**src/rtl/pipe_pkg.sv**
```systemverilog
// rtl/pipe_pkg.sv - shared widths, state encoding and bubble values for the ID/EX stage
package pipe_pkg;

    localparam int REG_NUM_WIDTH = 4;
    localparam int CTRL_WIDTH    = 8;

    typedef enum logic {
        RUN     = 1'b0,
        MC_BUSY = 1'b1
    } state_e;

    localparam logic [CTRL_WIDTH-1:0] BUBBLE_CTRL = '0;

    typedef struct packed {
        logic                     valid;
        logic [REG_NUM_WIDTH-1:0] rn_1;
        logic [REG_NUM_WIDTH-1:0] rn_2;
        logic                     write_reg;
        logic                     write_r0;
        logic                     mem_read;
        logic [CTRL_WIDTH-1:0]    ctrl;
    } ex_fields_t;

    localparam ex_fields_t BUBBLE_EX = '{
        valid:     1'b0,
        rn_1:      '0,
        rn_2:      '0,
        write_reg: 1'b0,
        write_r0:  1'b0,
        mem_read:  1'b0,
        ctrl:      BUBBLE_CTRL
    };

endpackage

```
**src/rtl/id_ex_stage_reg_if.sv**
```systemverilog
// rtl/id_ex_stage_reg_if.sv - decode-side inputs and EX-side outputs of the ID/EX register
interface id_ex_stage_reg_if
    import pipe_pkg::*;
();

    logic                     id_valid;
    logic [REG_NUM_WIDTH-1:0] id_rn_1;
    logic [REG_NUM_WIDTH-1:0] id_rn_2;
    logic                     id_write_reg;
    logic                     id_write_r0;
    logic                     id_mem_read;
    logic                     id_multicycle;
    logic [CTRL_WIDTH-1:0]    id_ctrl;
    logic                     flush;

    logic                     valid_ex;
    logic [REG_NUM_WIDTH-1:0] rn_1_ex;
    logic [REG_NUM_WIDTH-1:0] rn_2_ex;
    logic                     write_reg_ex;
    logic                     write_r0_ex;
    logic                     mem_read_ex;
    logic [CTRL_WIDTH-1:0]    ctrl_ex;
    logic                     stall_if_id;
    logic                     ex_last;

    modport slave (
        input  id_valid, id_rn_1, id_rn_2, id_write_reg, id_write_r0,
               id_mem_read, id_multicycle, id_ctrl, flush,
        output valid_ex, rn_1_ex, rn_2_ex, write_reg_ex, write_r0_ex,
               mem_read_ex, ctrl_ex, stall_if_id, ex_last
    );

    modport master (
        output id_valid, id_rn_1, id_rn_2, id_write_reg, id_write_r0,
               id_mem_read, id_multicycle, id_ctrl, flush,
        input  valid_ex, rn_1_ex, rn_2_ex, write_reg_ex, write_r0_ex,
               mem_read_ex, ctrl_ex, stall_if_id, ex_last
    );

endinterface

```
**src/rtl/id_ex_stage_reg_mc_counter.sv**
```systemverilog
// rtl/id_ex_stage_reg_mc_counter.sv - remaining-cycle counter for multi-cycle EX ops
module mc_counter #(
    parameter int CNT_WIDTH = 4
) (
    input  logic                 clk,
    input  logic                 rst_n,
    input  logic                 load_i,
    input  logic [CNT_WIDTH-1:0] load_val_i,
    input  logic                 dec_i,
    output logic                 zero_o
);

    logic [CNT_WIDTH-1:0] cnt_q, cnt_d;

    always_comb begin
        cnt_d = cnt_q;
        if (load_i) begin
            cnt_d = load_val_i;
        end else if (dec_i && (cnt_q != '0)) begin
            cnt_d = cnt_q - CNT_WIDTH'(1);
        end
    end

    always_ff @(posedge clk or negedge rst_n) begin
        if (!rst_n) begin
            cnt_q <= '0;
        end else begin
            cnt_q <= cnt_d;
        end
    end

    assign zero_o = (cnt_q == '0);

endmodule

```
**src/rtl/id_ex_stage_reg.sv**
```systemverilog
// rtl/id_ex_stage_reg.sv - ID/EX pipeline register with load-use, flush and multi-cycle hold control
module id_ex_stage_reg
    import pipe_pkg::*;
#(
    parameter int MC_CYCLES = 4,
    parameter int CNT_WIDTH = 4
) (
    input  logic              clk,
    input  logic              rst_n,
    id_ex_stage_reg_if.slave  bus
);

    ex_fields_t ex_q, ex_d;
    logic       kill_q, kill_d;
    logic       cnt_zero;
    logic       mc_load;
    logic       load_use;
    state_e     state;

    assign state = cnt_zero ? RUN : MC_BUSY;

    // Only a register-writing load in EX can create a hazard against the ID sources.
    assign load_use = (state == RUN) && ex_q.valid && ex_q.mem_read && ex_q.write_reg &&
                      bus.id_valid &&
                      ((bus.id_rn_1 == ex_q.rn_1) || (bus.id_rn_2 == ex_q.rn_1));

    always_comb begin
        ex_d    = ex_q;
        kill_d  = kill_q;
        mc_load = 1'b0;
        if (state == MC_BUSY) begin
            // The held op always completes; a flush is remembered for the ID instruction behind it.
            if (bus.flush) begin
                kill_d = 1'b1;
            end
        end else if (bus.flush || kill_q) begin
            ex_d   = BUBBLE_EX;
            kill_d = 1'b0;
        end else if (load_use || !bus.id_valid) begin
            ex_d = BUBBLE_EX;
        end else begin
            ex_d = '{
                valid:     1'b1,
                rn_1:      bus.id_rn_1,
                rn_2:      bus.id_rn_2,
                write_reg: bus.id_write_reg,
                write_r0:  bus.id_write_r0,
                mem_read:  bus.id_mem_read,
                ctrl:      bus.id_ctrl
            };
            mc_load = bus.id_multicycle;
        end
    end

    always_ff @(posedge clk or negedge rst_n) begin
        if (!rst_n) begin
            ex_q   <= BUBBLE_EX;
            kill_q <= 1'b0;
        end else begin
            ex_q   <= ex_d;
            kill_q <= kill_d;
        end
    end

    mc_counter #(
        .CNT_WIDTH (CNT_WIDTH)
    ) u_mc_counter (
        .clk        (clk),
        .rst_n      (rst_n),
        .load_i     (mc_load),
        .load_val_i (CNT_WIDTH'(MC_CYCLES - 1)),
        .dec_i      (state == MC_BUSY),
        .zero_o     (cnt_zero)
    );

    assign bus.valid_ex     = ex_q.valid;
    assign bus.rn_1_ex      = ex_q.rn_1;
    assign bus.rn_2_ex      = ex_q.rn_2;
    assign bus.write_reg_ex = ex_q.write_reg;
    assign bus.write_r0_ex  = ex_q.write_r0;
    assign bus.mem_read_ex  = ex_q.mem_read;
    assign bus.ctrl_ex      = ex_q.ctrl;
    assign bus.stall_if_id  = load_use || (state == MC_BUSY);
    assign bus.ex_last      = ex_q.valid && (state == RUN);

    a_no_multicycle_load: assert property (
        @(posedge clk) disable iff (!rst_n)
        !(bus.id_valid && bus.id_mem_read && bus.id_multicycle)
    );

endmodule
```
**src/flat_wrapper.sv**
```systemverilog
// flat-port wrapper written by rule: the top's interface ports become plain ports
module id_ex_stage_reg_flat import pipe_pkg::*;
#(
    parameter int MC_CYCLES = 4,
    parameter int CNT_WIDTH = 4
)
  (clk, rst_n, bus_id_valid, bus_id_rn_1, bus_id_rn_2, bus_id_write_reg, bus_id_write_r0, bus_id_mem_read, bus_id_multicycle, bus_id_ctrl, bus_flush, bus_valid_ex, bus_rn_1_ex, bus_rn_2_ex, bus_write_reg_ex, bus_write_r0_ex, bus_mem_read_ex, bus_ctrl_ex, bus_stall_if_id, bus_ex_last);
  id_ex_stage_reg_if bus_i ();
  input  logic clk;
  input  logic rst_n;
  input wire logic [$bits(bus_i.id_valid)-1:0] bus_id_valid;
  input wire logic [$bits(bus_i.id_rn_1)-1:0] bus_id_rn_1;
  input wire logic [$bits(bus_i.id_rn_2)-1:0] bus_id_rn_2;
  input wire logic [$bits(bus_i.id_write_reg)-1:0] bus_id_write_reg;
  input wire logic [$bits(bus_i.id_write_r0)-1:0] bus_id_write_r0;
  input wire logic [$bits(bus_i.id_mem_read)-1:0] bus_id_mem_read;
  input wire logic [$bits(bus_i.id_multicycle)-1:0] bus_id_multicycle;
  input wire logic [$bits(bus_i.id_ctrl)-1:0] bus_id_ctrl;
  input wire logic [$bits(bus_i.flush)-1:0] bus_flush;
  output wire logic [$bits(bus_i.valid_ex)-1:0] bus_valid_ex;
  output wire logic [$bits(bus_i.rn_1_ex)-1:0] bus_rn_1_ex;
  output wire logic [$bits(bus_i.rn_2_ex)-1:0] bus_rn_2_ex;
  output wire logic [$bits(bus_i.write_reg_ex)-1:0] bus_write_reg_ex;
  output wire logic [$bits(bus_i.write_r0_ex)-1:0] bus_write_r0_ex;
  output wire logic [$bits(bus_i.mem_read_ex)-1:0] bus_mem_read_ex;
  output wire logic [$bits(bus_i.ctrl_ex)-1:0] bus_ctrl_ex;
  output wire logic [$bits(bus_i.stall_if_id)-1:0] bus_stall_if_id;
  output wire logic [$bits(bus_i.ex_last)-1:0] bus_ex_last;
  assign bus_i.id_valid = bus_id_valid;
  assign bus_i.id_rn_1 = bus_id_rn_1;
  assign bus_i.id_rn_2 = bus_id_rn_2;
  assign bus_i.id_write_reg = bus_id_write_reg;
  assign bus_i.id_write_r0 = bus_id_write_r0;
  assign bus_i.id_mem_read = bus_id_mem_read;
  assign bus_i.id_multicycle = bus_id_multicycle;
  assign bus_i.id_ctrl = bus_id_ctrl;
  assign bus_i.flush = bus_flush;
  assign bus_valid_ex = bus_i.valid_ex;
  assign bus_rn_1_ex = bus_i.rn_1_ex;
  assign bus_rn_2_ex = bus_i.rn_2_ex;
  assign bus_write_reg_ex = bus_i.write_reg_ex;
  assign bus_write_r0_ex = bus_i.write_r0_ex;
  assign bus_mem_read_ex = bus_i.mem_read_ex;
  assign bus_ctrl_ex = bus_i.ctrl_ex;
  assign bus_stall_if_id = bus_i.stall_if_id;
  assign bus_ex_last = bus_i.ex_last;
  id_ex_stage_reg #(.MC_CYCLES(MC_CYCLES), .CNT_WIDTH(CNT_WIDTH)) u_core (.clk(clk), .rst_n(rst_n), .bus(bus_i));
endmodule
```
**config.mk**
```make
export PLATFORM = sky130hd
export DESIGN_NAME = id_ex_stage_reg_flat
export DESIGN_NICKNAME = d
export VERILOG_FILES = /design/src/rtl/pipe_pkg.sv /design/src/rtl/id_ex_stage_reg_if.sv /design/src/rtl/id_ex_stage_reg_mc_counter.sv /design/src/rtl/id_ex_stage_reg.sv /design/src/flat_wrapper.sv
export SDC_FILE = /design/constraint.sdc
export NUM_CORES = 1
export LEC_CHECK = 0
export BUFFER_PORTS_ARGS = -buffer_cell sky130_fd_sc_hd__buf_2
export CORE_MARGIN = 2
export CORE_UTILIZATION = 47
export CTS_BUF_LIST = sky130_fd_sc_hd__clkbuf_8 sky130_fd_sc_hd__clkbuf_16
export DETAILED_ROUTE_END_ITERATION = 7
export GPL_TIMING_DRIVEN = 1
export PLACE_DENSITY_LB_ADDON = 0.3
export SYNTH_ARGS = -nofsm -noshare
export SYNTH_HDL_FRONTEND = slang
export SYNTH_SLANG_ARGS = --single-unit
```
**constraint.sdc**
```tcl
create_clock -name clk -period 2.6 [get_ports clk]
set_input_delay 0.65 -clock clk [delete_from_list [all_inputs] [get_ports clk]]
set_output_delay 0.65 -clock clk [all_outputs]
set_load 0.01 [all_outputs]
```
==> results.json <==
{
  "status": "finished clean",
  "dr.pass1.iters": 4,
  "synth-compound-area-share_pct": 21.7,
  "ys_seq_elements": 25,
  "nNetsFinal": 158,
  "post-place-ws_ns": 0.380,
  "die_x_um": 53.0,
  "path_clk_slew_ns": 0.09,
  "clockBufferDepth": 2,
  "synth.distinct_cells": 25,
  "hold_path_class": "input port to asynchronous set/reset pin",
  "area_delta_synth_final_pct": 24.9,
  "worstReg2RegStart": "u_core.u_mc_counter.cnt_q[0]$_DFFE_PN0P_",
  "synth_xor_area_share_pct": 7.75,
  "diodes": 0,
  "dp_hpwl_um": 1770,
  "worstPathRequired_ns": 1.95,
  "tns_ns": 0,
  "drt-vias-per-instance": 5.57,
  "fin_skew_ns": 0.00157,
  "cts_hold_buf": 0,
  "critPathCaptureType": "primary output",
  "m1WireLength_um": 1020,
  "p_leak_nw": 0.771,
  "wl_per_cell_um": 15.2,
  "r2r_slack_ns": 0.78,
  "critPathTopFamily": "simple AND/OR/NAND/NOR gates",
  "avgSynthCellArea_um2": 13.1,
  "synth_mux_area_share_pct": 0,
  "antenna_found_initial": 0,
  "cts_inserted_buffers": 3,
  "reg2reg_to": "u_core.bus.mem_read_ex$_DFFE_PN0N_",
  "ir_drop_v": 0.000614,
  "dr_wl_met3_um": 144,
  "grt_overflow": 0,
  "fillCellCount": 197,
  "dieArea_mm2": 0.00281,
  "ant_nets": 0,
  "routed_wl_um": 2410,
  "die_height_um": 53.0,
  "critPathSlowestCell": "dfrtp_1",
  "topRoutingLayerUsed": "met4",
  "reg2reg_depth": 6,
  "period_needed_ns": 2.29,
  "timing.hold.ws_ns": 0.363,
  "wl_met2_um": 1220,
  "relSlewSlack_pct": 54.7,
  "powerDensity_mw_per_mm2": 919,
  "slowest_delay_ns": 0.41,
  "ioPinCount": 46,
  "syn-cell-area_mm2": 0.00113,
  "clkLatencyLatePin_ns": 0.26,
  "h-tree-depth": 1,
  "grtUsageTotal_pct": 19.7,
  "rows": 17,
  "fin_crit_sh_pct": 88.0,
  "synth_fp_nets": 112,
  "synth_fa_ha_area_share_pct": 2.21,
  "synth-simple-area-share_pct": 8.75,
  "cts_tree": "built",
  "crit_path_max_fanout": 3,
  "ctsResizeCount": 0,
  "grt_setup_unrepaired": "no",
  "hold_viol": 0,
  "syn_inst": 86,
  "synth_top_family_by_area": "compound AO/OA/AOI/OAI gates",
  "initial_utilization_pct": 50.6,
  "crit_path_start_kind": "register",
  "setup_viol": 0,
  "path_cells": "inv_1 -> ha_1 -> nor3b_4 -> and2_4 -> o211ai_2 -> nand2_1 -> buf_2",
  "worst-setup-path-type": "register to primary output",
  "drv_cap": 0,
  "synth-seq-area-share_pct": 55.4,
  "critPathBufInv": 2,
  "postCtsSetupRepairBufs": 0,
  "grt_pass1_wl_um": 3960,
  "yosysWarnings": 0,
  "fmax_ghz": 0.437,
  "dp.cells": 155,
  "maxSlewViolCount": 0,
  "drive_above_1_share_pct": 45.0,
  "fin_cells": 159,
  "fin_ws_ns": 0.312,
  "worst_pin_slew_ns": 0.677,
  "clockRootBuffer": "clkbuf_8",
  "port_buffers": 45,
  "vias": 885,
  "core-area_mm2": 0.00223,
  "drc": 0,
  "drt_iter0_drc": 19,
  "crit_arrival_ns": 1.64,
  "cts.sinks": 25,
  "grt_pass1_vias": 895,
  "grt_max_degree": 26,
  "gp_congestion": 0.766
}
-- worst register-to-register path: stages, from the launching register on --
cell and delay [ns]:
dfrtp_1 0.41, inv_1 0.11, ha_1 0.20, nor3b_4 0.20, buf_4 0.17, and3_2 0.44
a32o_1 0.23
-- registers in the layout, indices dropped and copies added (netlist names) --
register and flops:
u_core.bus.ctrl_ex 8, u_core.bus.valid_ex 1, u_core.kill_q 1, u_core.u_mc_counter.cnt_q 4, u_core.bus.mem_read_ex 1, u_core.bus.rn_2_ex 4
u_core.bus.write_r0_ex 1, u_core.bus.rn_1_ex 4, u_core.bus.write_reg_ex 1
-- logic make-up after synthesis --
kind of cell / after synthesis
adder cells (fa/ha/maj): 2
buffers and inverters: 8
flip-flops: 25
AO/OA/AOI/OAI: 25
AND/OR/NAND/NOR: 16
XOR/XNOR: 10
-- routing by layer --
| metal | up-vias | GRT usage, % |
|---|---|---|
| met5 | - | 0 |
| met3 | 4 | 3.39 |
| li1 | 418 | - |
| met2 | 31 | 32.1 |
| met4 | 0 | 9.40 |
| met1 | 432 | 25.2 |
-- per-stage QoR --
stage / cell area [um2] / power, W / utilization (%)
after floorplan: 1130 / 0.000903 / -
after global placement: 1370 / 0.00105 / 61.1
final: 1410 / 0.00130 / 63.2
after global routing: 1410 / 0.00138 / 63.2
after CTS: 1410 / 0.00131 / 63.2
after detailed placement: 1370 / 0.00108 / 61.1
-- area by class of cell --
cell class / count / area [um2] / area share, %
Clock inverter: 1 / 5.00 / 0.355
Tap cell: 28 / 35.0 / 2.48
Sequential cell: 25 / 626 / 44.3
Clock buffer: 3 / 41.3 / 2.93
Inverter: 2 / 7.51 / 0.532
Timing Repair Buffer: 47 / 240 / 17.0
Multi-Input combinational cell: 53 / 457 / 32.4
-- worst max-delay path by stage --
stage	startpoint	end	slack [ns]	depth (start not counted)
4_1_cts	u_core.u_mc_counter.cnt_q[0]$_DFFE_PN0P_	bus_stall_if_id	0.29	7
6_report	u_core.u_mc_counter.cnt_q[0]$_DFFE_PN0P_	bus_stall_if_id	0.31	7
2_1_floorplan	u_core.u_mc_counter.cnt_q[0]$_DFFE_PN0P_	bus_stall_if_id	0.41	7
3_3_place_gp	bus_id_rn_1[1]	bus_stall_if_id	0.37	6
3_5_place_dp	bus_id_rn_1[1]	bus_stall_if_id	0.38	6
5_1_grt	u_core.u_mc_counter.cnt_q[0]$_DFFE_PN0P_	bus_stall_if_id	0.16	7
-- cell usage after synthesis --
library cell  number  area, um2
a21o_1             1       7.51
a22o_2             1       10.0
a31o_2             1       8.76
a32o_1            19        190
a41o_2             1       11.3
and2_1             1       6.26
and2_4             1       8.76
and3_1             1       6.26
and3_2             1       7.51
buf_2              2       10.0
buf_6              2       22.5
clkbuf_1           2       7.51
dfrtp_1           25        626
ha_1               2       25.0
inv_1              2       7.51
nand2_1            3       11.3
nor2_1             4       15.0
nor3_1             1       5.00
nor3b_4            1       18.8
nor4_1             2       12.5
o211ai_2           1       12.5
o21ai_0            1       5.00
or3_2              1       7.51
xnor2_1            2       17.5
xor2_1             8       70.1
-- power breakdown --
part,leakage (nW),switching (W),total (W),internal [W]
clock,0.0255,0.000122,0.000230,0.000107
sequential,0.335,0.0000919,0.000594,0.000503
combinational,0.410,0.000232,0.000473,0.000241
-- placed cells by master, fill, tap and decap left out, types with 2 or more instances in the layout --
cell       n
buf_4      2
nor2_1     4
a32o_1    19
ha_1       2
xor2_1     8
nor4_1     2
dfrtp_1   25
nand2_1    3
buf_2     45
xnor2_1    2
inv_1      2
clkbuf_8   3
No activity file was read; power rests on OpenSTA's default activity.
